===== src/rtl/mem_access_pkg.sv =====
// Shared types and encodings for the memory-stage load/store unit.
package mem_access_pkg;

    localparam int unsigned ADDR_W = 32;
    localparam int unsigned DATA_W = 32;
    localparam int unsigned BE_W   = 4;

    typedef enum logic [1:0] {
        ST_IDLE = 2'b00,
        ST_BUSY = 2'b01,
        ST_DONE = 2'b10
    } state_e;

    localparam logic [1:0] SIZE_BYTE = 2'b00;
    localparam logic [1:0] SIZE_HALF = 2'b01;
    localparam logic [1:0] SIZE_WORD = 2'b11;

    localparam logic [BE_W-1:0] BE_NONE    = 4'b0000;
    localparam logic [BE_W-1:0] BE_BYTE0   = 4'b1000;
    localparam logic [BE_W-1:0] BE_HALF_HI = 4'b1100;
    localparam logic [BE_W-1:0] BE_HALF_LO = 4'b0011;
    localparam logic [BE_W-1:0] BE_WORD    = 4'b1111;

    // Size encoding 2'b10 is treated as a word access, same as SIZE_WORD.
    function automatic logic is_misaligned(input logic [1:0] size, input logic [1:0] offset);
        logic mis;
        mis = 1'b0;
        case (size)
            SIZE_BYTE: mis = 1'b0;
            SIZE_HALF: mis = offset[0];
            default:   mis = (offset != 2'b00);
        endcase
        return mis;
    endfunction

endpackage


===== src/rtl/mem_lane_align.sv =====
// Big-endian lane steering: store byte enables/replication and load extract/extend.
module mem_lane_align
    import mem_access_pkg::*;
(
    input  logic [1:0]        st_size,
    input  logic [1:0]        st_offset,
    input  logic [DATA_W-1:0] st_data,
    output logic [BE_W-1:0]   be_c,
    output logic [DATA_W-1:0] wdata_c,
    input  logic [1:0]        ld_size,
    input  logic [1:0]        ld_offset,
    input  logic              ld_unsigned,
    input  logic [DATA_W-1:0] rdata,
    output logic [DATA_W-1:0] ld_data_c
);

    logic [7:0]  ld_byte;
    logic [15:0] ld_half;

    // Byte enables and lane-replicated write data for the presented access.
    always_comb begin
        be_c    = BE_WORD;
        wdata_c = st_data;
        case (st_size)
            SIZE_BYTE: begin
                be_c    = BE_BYTE0 >> st_offset;
                wdata_c = {4{st_data[7:0]}};
            end
            SIZE_HALF: begin
                be_c    = st_offset[1] ? BE_HALF_LO : BE_HALF_HI;
                wdata_c = {2{st_data[15:0]}};
            end
            default: ;
        endcase
    end

    // Select the addressed byte and half; offset 0 is the most significant lane.
    always_comb begin
        ld_byte = rdata[7:0];
        case (ld_offset)
            2'd0:    ld_byte = rdata[31:24];
            2'd1:    ld_byte = rdata[23:16];
            2'd2:    ld_byte = rdata[15:8];
            default: ld_byte = rdata[7:0];
        endcase
        ld_half = ld_offset[1] ? rdata[15:0] : rdata[31:16];
    end

    // Sign- or zero-extend sub-word loads; words pass through untouched.
    always_comb begin
        ld_data_c = rdata;
        case (ld_size)
            SIZE_BYTE: ld_data_c = {{24{ld_byte[7] & ~ld_unsigned}}, ld_byte};
            SIZE_HALF: ld_data_c = {{16{ld_half[15] & ~ld_unsigned}}, ld_half};
            default:   ld_data_c = rdata;
        endcase
    end

endmodule


===== src/rtl/mem_access_unit.sv =====
// Memory-stage load/store unit: one registered bus transaction per access, stalling the pipeline.
module mem_access_unit
    import mem_access_pkg::*;
(
    input  logic              Clock,
    input  logic              Reset,
    input  logic              MemoryRE,
    input  logic              MemoryWE,
    input  logic [1:0]        SizeOut,
    input  logic              Unsigned,
    input  logic [ADDR_W-1:0] Address,
    input  logic [DATA_W-1:0] StoreData,
    output logic              Stall,
    output logic [DATA_W-1:0] LoadData,
    output logic              AddressError,
    output logic [ADDR_W-1:0] BusAddr,
    output logic              BusRE,
    output logic              BusWE,
    output logic [BE_W-1:0]   BusByteEnable,
    output logic [DATA_W-1:0] BusWriteData,
    input  logic              BusReady,
    input  logic [DATA_W-1:0] BusReadData
);

    state_e            state_q, state_d;
    logic [ADDR_W-1:0] addr_q, addr_d;
    logic [BE_W-1:0]   be_q, be_d;
    logic [DATA_W-1:0] wdata_q, wdata_d;
    logic [1:0]        size_q, size_d;
    logic [1:0]        off_q, off_d;
    logic              uns_q, uns_d;
    logic              re_q, re_d;
    logic              we_q, we_d;
    logic [DATA_W-1:0] load_q, load_d;

    logic              req_c;
    logic              misaligned_c;
    logic [BE_W-1:0]   be_c;
    logic [DATA_W-1:0] wdata_c;
    logic [DATA_W-1:0] ld_data_c;

    assign req_c        = MemoryRE | MemoryWE;
    assign misaligned_c = is_misaligned(SizeOut, Address[1:0]);

    mem_lane_align u_align (
        .st_size     (SizeOut),
        .st_offset   (Address[1:0]),
        .st_data     (StoreData),
        .be_c        (be_c),
        .wdata_c     (wdata_c),
        .ld_size     (size_q),
        .ld_offset   (off_q),
        .ld_unsigned (uns_q),
        .rdata       (BusReadData),
        .ld_data_c   (ld_data_c)
    );

    // Next-state, captured transaction fields, and the combinational stall/error strobes.
    always_comb begin
        state_d      = state_q;
        addr_d       = addr_q;
        be_d         = be_q;
        wdata_d      = wdata_q;
        size_d       = size_q;
        off_d        = off_q;
        uns_d        = uns_q;
        re_d         = re_q;
        we_d         = we_q;
        load_d       = load_q;
        Stall        = 1'b0;
        AddressError = 1'b0;
        case (state_q)
            ST_IDLE: begin
                if (req_c) begin
                    if (misaligned_c) begin
                        AddressError = 1'b1;
                    end else begin
                        Stall   = 1'b1;
                        addr_d  = {Address[ADDR_W-1:2], 2'b00};
                        be_d    = be_c;
                        wdata_d = wdata_c;
                        size_d  = SizeOut;
                        off_d   = Address[1:0];
                        uns_d   = Unsigned;
                        we_d    = MemoryWE;
                        re_d    = ~MemoryWE;
                        state_d = ST_BUSY;
                    end
                end
            end
            ST_BUSY: begin
                Stall = 1'b1;
                if (BusReady) begin
                    re_d    = 1'b0;
                    we_d    = 1'b0;
                    state_d = ST_DONE;
                    if (re_q) begin
                        load_d = ld_data_c;
                    end
                end
            end
            // The access still presented here belongs to the completing instruction.
            ST_DONE: state_d = ST_IDLE;
            default: state_d = ST_IDLE;
        endcase
    end

    // State and transaction registers; reset drops any in-flight request at once.
    always_ff @(posedge Clock or posedge Reset) begin
        if (Reset) begin
            state_q <= ST_IDLE;
            addr_q  <= '0;
            be_q    <= BE_NONE;
            wdata_q <= '0;
            size_q  <= SIZE_BYTE;
            off_q   <= 2'b00;
            uns_q   <= 1'b0;
            re_q    <= 1'b0;
            we_q    <= 1'b0;
            load_q  <= '0;
        end else begin
            state_q <= state_d;
            addr_q  <= addr_d;
            be_q    <= be_d;
            wdata_q <= wdata_d;
            size_q  <= size_d;
            off_q   <= off_d;
            uns_q   <= uns_d;
            re_q    <= re_d;
            we_q    <= we_d;
            load_q  <= load_d;
        end
    end

    assign BusAddr       = addr_q;
    assign BusByteEnable = be_q;
    assign BusWriteData  = wdata_q;
    assign BusRE         = re_q;
    assign BusWE         = we_q;
    assign LoadData      = load_q;

endmodule

===== config.mk =====
export PLATFORM = sky130hd
export DESIGN_NAME = mem_access_unit
export DESIGN_NICKNAME = d
export VERILOG_FILES = /design/src/rtl/mem_access_pkg.sv /design/src/rtl/mem_lane_align.sv /design/src/rtl/mem_access_unit.sv
export SDC_FILE = /design/constraint.sdc
export NUM_CORES = 1
export LEC_CHECK = 0
export CAP_MARGIN = 20
export CORE_ASPECT_RATIO = 1.5
export CORE_MARGIN = 4
export CORE_UTILIZATION = 30
export CTS_BUF_LIST = sky130_fd_sc_hd__clkbuf_8
export CTS_CLUSTER_DIAMETER = 30
export DETAILED_ROUTE_END_ITERATION = 6
export GPL_TIMING_DRIVEN = 0
export PLACE_DENSITY = 0.61
export RECOVER_POWER = 100
export SETUP_SLACK_MARGIN = 0.4
export SLEW_MARGIN = 5
export SYNTH_ARGS = -nofsm -noshare
export SYNTH_HDL_FRONTEND = slang
export SYNTH_SLANG_ARGS = --single-unit

===== constraint.sdc =====
create_clock -name Clock -period 4.97 [get_ports Clock]
set_clock_uncertainty 0.15 [all_clocks]
set_input_delay 0.994 -clock Clock [delete_from_list [all_inputs] [get_ports Clock]]
set_output_delay 0.994 -clock Clock [all_outputs]
set_load 0.03 [all_outputs]

Word level (Yosys, flattened, before mapping)
Cells that the tools add are included.

Input bits: 104. Output and inout port bits: 104. Flip-flop bits (word level): 107. Logic and storage cells: 59.

Muxes and demuxes: 24. Equality and inequality tests: 8. Reductions and logical operators: 10. Shift-type cells: 1. Bitwise operators: 6.

Operators by type and width (count): 32-bit one-hot mux with 2 select lines (2); 8-bit one-hot mux with 3 select lines (1); 16-bit 2-to-1 mux (1); 1-bit 2-to-1 mux (10); 3-bit AND reduction (3); 2-bit by 1-bit == test with 1-bit output (second input constant) (4); 2-bit zero test (4); 1-bit one-hot mux with 2 select lines (4); 4-bit one-hot mux with 2 select lines (1); 2-bit 2-to-1 mux (3); 2-bit != test (second input constant) (3); 4-bit 2-to-1 mux (1); 2-bit one-hot mux with 2 select lines (1); 4-bit AND reduction (1); 2-bit nonzero test (2); 4-bit by 2-bit right shift with 4-bit output (first input constant) (1); 1-bit NOT (3); 1-bit AND (2); 2-bit == test (second input constant) (1); 1-bit OR (1).

Logic depth before layout (Yosys ltp)
Gate-level depths: netlist of run 1.

Word-level depth: 5. Depth in mapped cells: 6. Gate-level depth less buffers: 3.

Hierarchy
A second synthesis of run 1 with hierarchy kept.

Cells, all modules: 413. Area total of the unflattened synthesis: 5719.2 um^2.

Modules (own cells, without submodules): mem_access_unit (cells an instance 245, area each 4355.4 um^2, times used 1, seq. area each 2677.6 um^2); mem_lane_align (cells an instance 168, area each 1363.8 um^2, times used 1, seq. area each 0.0 um^2).

Worst setup path after synthesis of run 1
OpenSTA, ideal clock, no wires.

Path kind: in2out. From: input Address[0]. To: output Stall. Arrival: 1.814 ns. Stages on the path: 4. Buffers on the path: 1. Path slack: 2.012 ns. Path through: buf_2 -> o21ai_2 -> a31oi_1 -> nor2_1.

Cells in the longest elaborated chain, start to end: 5.

RTL lines: start, declared (RTL line mem_access_unit.sv:11) `input logic [ADDR_W-1:0] Address,`; 2-bit nonzero test (RTL line mem_access_pkg.sv:31) `default: mis = (offset != 2'b00);`; 1-bit one-hot mux with 2 select lines * (RTL line mem_access_pkg.sv:28) `case (size)`; 1-bit 2-to-1 mux * (RTL line mem_access_unit.sv:75) `if (misaligned_c) begin`; 1-bit 2-to-1 mux * (RTL line mem_access_unit.sv:74) `if (req_c) begin`; 1-bit one-hot mux with 2 select lines * (RTL line mem_access_unit.sv:72) `case (state_q)`; end, declared (RTL line mem_access_unit.sv:13) `output logic Stall,`.

Every way passes the cells marked *; elsewhere a longest branch is shown, timed or not.

Worst setup path after layout of run 1
From: input Address[1]. To: output Stall.

Cells in the longest elaborated chain, start to end: 5.

RTL lines (RTL line): 2-bit nonzero test (mem_access_pkg.sv:31); 1-bit one-hot mux with 2 select lines (mem_access_pkg.sv:28); 1-bit 2-to-1 mux (mem_access_unit.sv:75); 1-bit 2-to-1 mux (mem_access_unit.sv:74); 1-bit one-hot mux with 2 select lines (mem_access_unit.sv:72).

Every way passes these cells.

==> flow_metrics.py, run 1 <==
metrics = {
    "layout": {
        "multi_input_area_um2": 2387,
        "layout-drive-gt1-share_pct": 11.06,
        "diodes": 0,
        "fillers": 1883,
        "seqCellArea_um2": 2678,
        "layout-area-overhead-vs-synth_pct": 38.87,
        "nNetsFinal": 760,
    },
    "global_routing": {
        "grt_overflow": 0,
        "grt_pass1_vias": 4715,
        "grt_pass1_wl_um": 27610,
        "grt_usage_pct": 16.79,
        "antenna_found_initial": 1,
        "grt_max_degree": 74,
    },
    "floorplan": {
        "die_h_um": 175.8,
        "row_count": 61,
        "die_w_um": 119.9,
        "ios": 208,
        "core_area_um2": 18470,
        "initial_core_util_pct": 30.48,
        "dieArea_um2": 21070,
    },
    "pwr": {
        "p_clk_share_pct": 12.9,
        "powerDensity_nw_per_um2": 556.9,
        "cell_internal_pwr_w": 0.002408,
        "comb_power_share_pct": 53.7,
        "switching_power_w": 0.001946,
        "power_leakage_nw": 3.195,
        "peakVddDrop_mv": 0.2046,
        "pwr-share-seq_pct": 33.4,
        "swShare_pct": 44.70,
    },
    "synth": {
        "syn_avg_cell_area_um2": 12.77,
        "synthTopCellsByArea": "dfrtp_1 48%, mux2_4 18%, mux2_2 5.0%",
        "synthSimpleGateAreaFrac_pct": 7.733,
        "synth_top_family_by_area": "multiplexers",
        "syn_inst": 441,
        "async_reset_ff_share_pct": 100.0,
        "ys_warn_count": 0,
        "synth_cell_types": 50,
        "synth_fa_ha_area_share_pct": 0,
        "yosysSeqAreaShare_pct": 47.56,
        "synth_edf_count": 0,
        "syn-cell-area_um2": 5630,
        "ys_ff_latch": 107,
        "yosys.area.top_type": "dfrtp_1",
        "synthXorXnorAreaFrac_pct": 0.1556,
        "yosys-mux-area-fraction_pct": 27.98,
        "synth_compound_gate_area_share_pct": 10.96,
        "synth_top_area_share_pct": 47.56,
        "synthFlopType": "dfrtp_1",
    },
    "worst_setup_path": {
        "critPathKind": "primary input to primary output",
        "critPathRequiredTime_ns": 3.83,
        "worst_setup_path_end_kind": "primary output",
        "path_max_fanout": 5,
        "worstPathArrival_ns": 3.11,
        "startpoint_type": "primary input",
    },
    "place": {
        "dp_hpwl_um": 13970,
        "place_congestion": 0.8475,
        "pre_cts_ws_ns": 1.121,
        "port_buffers": 202,
    },
    "timing": {
        "final_max_slew_viol_count": 35,
        "max_freq_ghz": 0.2353,
        "layout_min_cycle_time_ns": 4.250,
        "relSlewSlack_pct": -14.04,
        "rsz0062_at_grt": "no",
        "setup_tns_ns": 0,
        "setup_viol": 0,
        "tightest_slew_ns": 1.701,
        "finalWorstSetupSlack_ns": 0.7197,
        "fin_hold_ws_ns": 0.3419,
        "hold_viol_final": 0,
        "post-route-period-util_pct": 85.52,
    },
    "status": {
        "violations": "capacitance limit, slew limit",
        "outcome": "complete, but fails checks",
    },
    "route": {
        "wl_met2_um": 9689,
        "drcViolationCount": 0,
        "wl_met3_um": 1093,
        "vias": 4384,
        "wl_per_cell_um": 19.56,
        "drt_iter0_drc": 131,
        "topRoutingLayerUsed": "met5",
        "drt-vias-per-instance": 4.807,
        "first_pass_iters": 4,
        "met1_length_um": 6800,
        "totalWireLength_um": 17840,
        "ant_nets": 0,
    },
    "clock_tree": {
        "cts.htree.levels": 3,
        "cts_buffers": 9,
        "path_clk_slew_ns": 0.11,
        "insertion_delay_ns": 0.37,
        "cts-root-buf": "clkbuf_8",
        "clock_path_buffers": 2,
        "cts_resized": 0,
        "postCtsSetupBuffers": 0,
        "cts_tree": "yes",
        "clkSinkCount": 107,
        "postCtsHoldBufs": 0,
    },
    "worst_hold_path": {
        "hold_path_class": "register to register",
    },
    "run": {
        "cap_violations": 1,
    },
}
-- cells by family (layout without fill, tap and decap cells) --
| logic type | count (synthesis) | in the layout |
|---|---|---|
| compound gates | 87 | 87 |
| buf+inv | 43 | 261 |
| mux | 120 | 120 |
| xor+xnor | 1 | 1 |
| other cells | 1 | 2 |
| simple gates | 82 | 82 |
| flops | 107 | 107 |
-- critical path, cell delays in order --
cell and delay [ns]:
dlygate4sd3_1 0.62, o21ai_0 0.46, a31oi_1 0.16, nor2_1 0.10, dlygate4sd3_1 0.76
-- power groups by stage --
stage          Clock, W  Combinational [W]  Sequential, W
2_1_floorplan         0           0.000920        0.00218
3_3_place_gp          0            0.00269        0.00149
3_5_place_dp          0            0.00273        0.00150
4_1_cts        0.000594            0.00274        0.00149
5_1_grt        0.000616            0.00248        0.00150
6_report       0.000561            0.00234        0.00145
-- flip-flops by register name (all words and copies together) (netlist names) --
name,flops
BusAddr,30
state_q,2
BusByteEnable,4
LoadData,32
BusWE,1
uns_q,1
BusWriteData,32
BusRE,1
off_q,2
size_q,2
-- area by class of cell --
class	instances	share of cell area (%)
inverters	6	0.3040
multi-input cells	292	30.53
flip-flops and latches	107	34.25
plain buffers	37	2.176
clock inverters	6	0.9121
well taps	252	4.033
clock buffers	9	1.584
repair buffers	203	26.21
-- per-stage QoR --
stage                     std cells  total power, W  util, %  cell area [um^2]
final                           912        0.004354    42.33              7819
after global routing            912        0.004603    42.33              7819
after CTS                       912        0.004826    44.39              8199
after detailed placement        897        0.004235    43.33              8004
after global placement          896        0.004179    43.16              7971
after floorplan                 442        0.003104        -              5634
-- synth_stat cells, types with 2 or more instances --
master,number
o21ai_1,10
mux2_2,25
buf_12,6
mux2i_1,28
nor3_1,3
or3_1,2
a31oi_1,6
and2_1,17
buf_2,14
buf_4,2
clkbuf_1,8
buf_6,2
o21a_1,2
o31ai_1,13
nor2b_1,2
nor2_1,8
a22oi_2,5
mux2_4,66
buf_1,2
o41ai_1,3
o221ai_1,3
a21oi_1,2
or2_1,2
nand2_1,36
a221oi_1,5
nand3b_1,2
inv_1,6
a22oi_1,2
clkbuf_2,2
o32ai_1,5
dfrtp_1,107
nand4_1,3
o21ai_0,25
-- final timing paths --
| path | start | depth (start not counted) | end | slack [ns] |
|---|---|---|---|---|
| max reg2reg | state_q[1]$_DFFE_PP0P_ | 6 | BusWriteData[19]$_DFFE_PP0P_ | 2.33 |
| max in group asynchronous | Reset | 3 | BusAddr[15]$_DFFE_PP0P_ | 2.34 |
| min in group asynchronous | Reset | 2 | BusAddr[25]$_DFFE_PP0P_ | 1.33 |
| max | Address[1] | 5 | Stall | 0.72 |
| min reg2reg | LoadData[3]$_DFFE_PP0P_ | 2 | LoadData[3]$_DFFE_PP0P_ | 0.34 |
| min | LoadData[3]$_DFFE_PP0P_ | 2 | LoadData[3]$_DFFE_PP0P_ | 0.34 |
-- metal layers --
layer / vias up / global-route usage, %
li1: 2029 / -
met1: 2153 / 18.57
met2: 180 / 31.89
met3: 20 / 4.510
met4: 2 / 3.583
met5: - / 0
-- placed cells by master (no fill, tap or decap), types with 9 or more instances in the layout --
cell type,Yosys,routed
mux2_1,0,60
and2_1,17,17
clkbuf_8,0,9
clkbuf_1,8,20
mux2i_1,28,28
o21ai_0,25,35
mux2_2,25,25
dfrtp_1,107,107
o31ai_1,13,13
dlygate4sd3_1,0,105
clkdlybuf4s50_1,0,97
nand2_1,36,36
buf_2,14,12
No activity file was read; power rests on OpenSTA's default activity.
==> inputs of run 2 (changes only) <==
- CTS_BUF_LIST: sky130_fd_sc_hd__clkbuf_8 -> unset
- CTS_CLUSTER_SIZE: unset -> 20
==> run 2 against run 1 <==
The flow still finishes with violations (capacitance limit, slew limit). Fmax is 0.55% higher. Critical path depth stayed put. Clock power is 32% higher. Largest cell class unchanged. Combinational power hardly changed.
==> flow_metrics.py, run 2 (synthesized netlist as in run 1, its figures left out) <==
metrics = {
    "status": {
        "outcome": "complete, but fails checks",
        "violations": "capacitance limit, slew limit",
    },
    "clock_tree": {
        "postCtsSetupBuffers": 0,
        "path_clk_slew_ns": 0.07,
        "insertion_delay_ns": 0.34,
        "cts_resized": 0,
        "cts_tree": "yes",
        "cts-root-buf": "clkbuf_16",
        "cts.htree.levels": 3,
        "clkSinkCount": 107,
        "clock_path_buffers": 2,
        "postCtsHoldBufs": 0,
        "cts_buffers": 9,
    },
    "worst_hold_path": {
        "hold_path_class": "register to register",
        "whs_path_depth": 2,
    },
    "worst_setup_path": {
        "worst_setup_path_end_kind": "primary output",
        "reg2reg_depth": 4,
        "startpoint_type": "primary input",
        "critPathRequiredTime_ns": 3.83,
        "critPathKind": "primary input to primary output",
        "path_max_fanout": 5,
        "worstPathArrival_ns": 3.08,
    },
    "place": {
        "place_congestion": 0.8475,
        "dp_hpwl_um": 13970,
        "port_buffers": 202,
    },
    "global_routing": {
        "grt_pass1_wl_um": 27580,
        "grt_max_degree": 74,
        "grt_pass1_vias": 4713,
        "antenna_found_initial": 1,
        "grt_overflow": 0,
        "grt_usage_pct": 16.79,
    },
    "route": {
        "vias": 4392,
        "drt_iter0_drc": 159,
        "wl_per_cell_um": 19.59,
        "first_pass_iters": 4,
        "totalWireLength_um": 17860,
        "ant_nets": 0,
        "drt-vias-per-instance": 4.816,
        "drcViolationCount": 0,
    },
    "layout": {
        "nNetsFinal": 760,
        "diodes": 0,
        "multi_input_area_um2": 2387,
        "seqCellArea_um2": 2678,
        "fillers": 1865,
        "layout_common_cells": "107 x dfrtp_1, 105 x dlygate4sd3_1, 97 x clkdlybuf4s50_1",
        "layout-drive-gt1-share_pct": 11.06,
        "layout-area-overhead-vs-synth_pct": 40.67,
        "layout_commonest_cell": "dfrtp_1",
    },
    "pwr": {
        "peakVddDrop_mv": 0.2046,
        "finalPower_w": 0.004534,
        "power_leakage_nw": 3.241,
        "powerDensity_nw_per_um2": 572.5,
    },
    "timing": {
        "hold_viol_final": 0,
        "max_freq_ghz": 0.2366,
        "layout_min_cycle_time_ns": 4.227,
        "final_max_slew_viol_count": 35,
        "setup_viol": 0,
        "post-route-period-util_pct": 85.05,
        "fin_hold_ws_ns": 0.3343,
        "rsz0062_at_grt": "no",
        "relSlewSlack_pct": -13.97,
        "tightest_slew_ns": 1.700,
    },
    "floorplan": {
        "dieArea_um2": 21070,
        "ios": 208,
        "initial_core_util_pct": 30.48,
        "die_w_um": 119.9,
        "core_area_um2": 18470,
        "die_h_um": 175.8,
        "row_count": 61,
    },
    "run": {
        "cap_violations": 1,
    },
}
-- run 2: cell counts in the layout (fill, tap and decap cells not counted) --
No cell type changed its count.
-- run 2: layer usage --
layer / routed length [um] / global-route usage, % / vias to the layer above
met5: 7 / 0 / -
met4: 224 / 3.727 / 2
met3: 1108 / 4.381 / 16
met2: 9728 / 31.82 / 179
met1: 6794 / 18.65 / 2164
li1: - / - / 2031
-- run 2: final timing paths --
kind	start	to	slack (ns)
hold reg to reg	LoadData[5]$_DFFE_PP0P_	LoadData[5]$_DFFE_PP0P_	0.33
min in group asynchronous	Reset	BusAddr[25]$_DFFE_PP0P_	1.36
setup / recovery	Address[1]	Stall	0.74
setup reg to reg	state_q[1]$_DFFE_PP0P_	LoadData[12]$_DFFE_PP0P_	2.32
max in group asynchronous	Reset	BusAddr[13]$_DFFE_PP0P_	2.30
hold / removal	LoadData[5]$_DFFE_PP0P_	LoadData[5]$_DFFE_PP0P_	0.33
-- run 2: worst max-delay path, cell delays in order --
cell           delay, ns
dlygate4sd3_1       0.62
o21ai_0             0.45
a31oi_1             0.16
nor2_1              0.10
dlygate4sd3_1       0.76
-- run 2: where the power goes --
part,internal [W],switching (W),total [W]
combinational,0.000926,0.00141,0.00234
clock,0.000394,0.000344,0.000738
sequential,0.00125,0.000207,0.00146
total,0.00257,0.00197,0.00453
-- run 2: layout make-up --
cell class	instances	area share, %
well taps	252	3.981
clock buffers	9	2.844
repair buffers	203	25.88
multi-input cells	292	30.14
flip-flops and latches	107	33.81
plain buffers	37	2.148
clock inverters	6	0.9005
inverters	6	0.3002
-- run 2: per-stage QoR --
stage	TNS (ns)	utilization (%)	setup slack (ns)	cell area, um^2	std cells
floorplan	0	-	1.009	5634	442
detailed placement	0	43.33	1.121	8004	897
CTS	0	44.94	1.122	8300	912
finish	0	42.88	0.7429	7920	912
global placement	-71.16	43.16	-0.6773	7971	896
global route	0	42.88	0.5296	7920	912
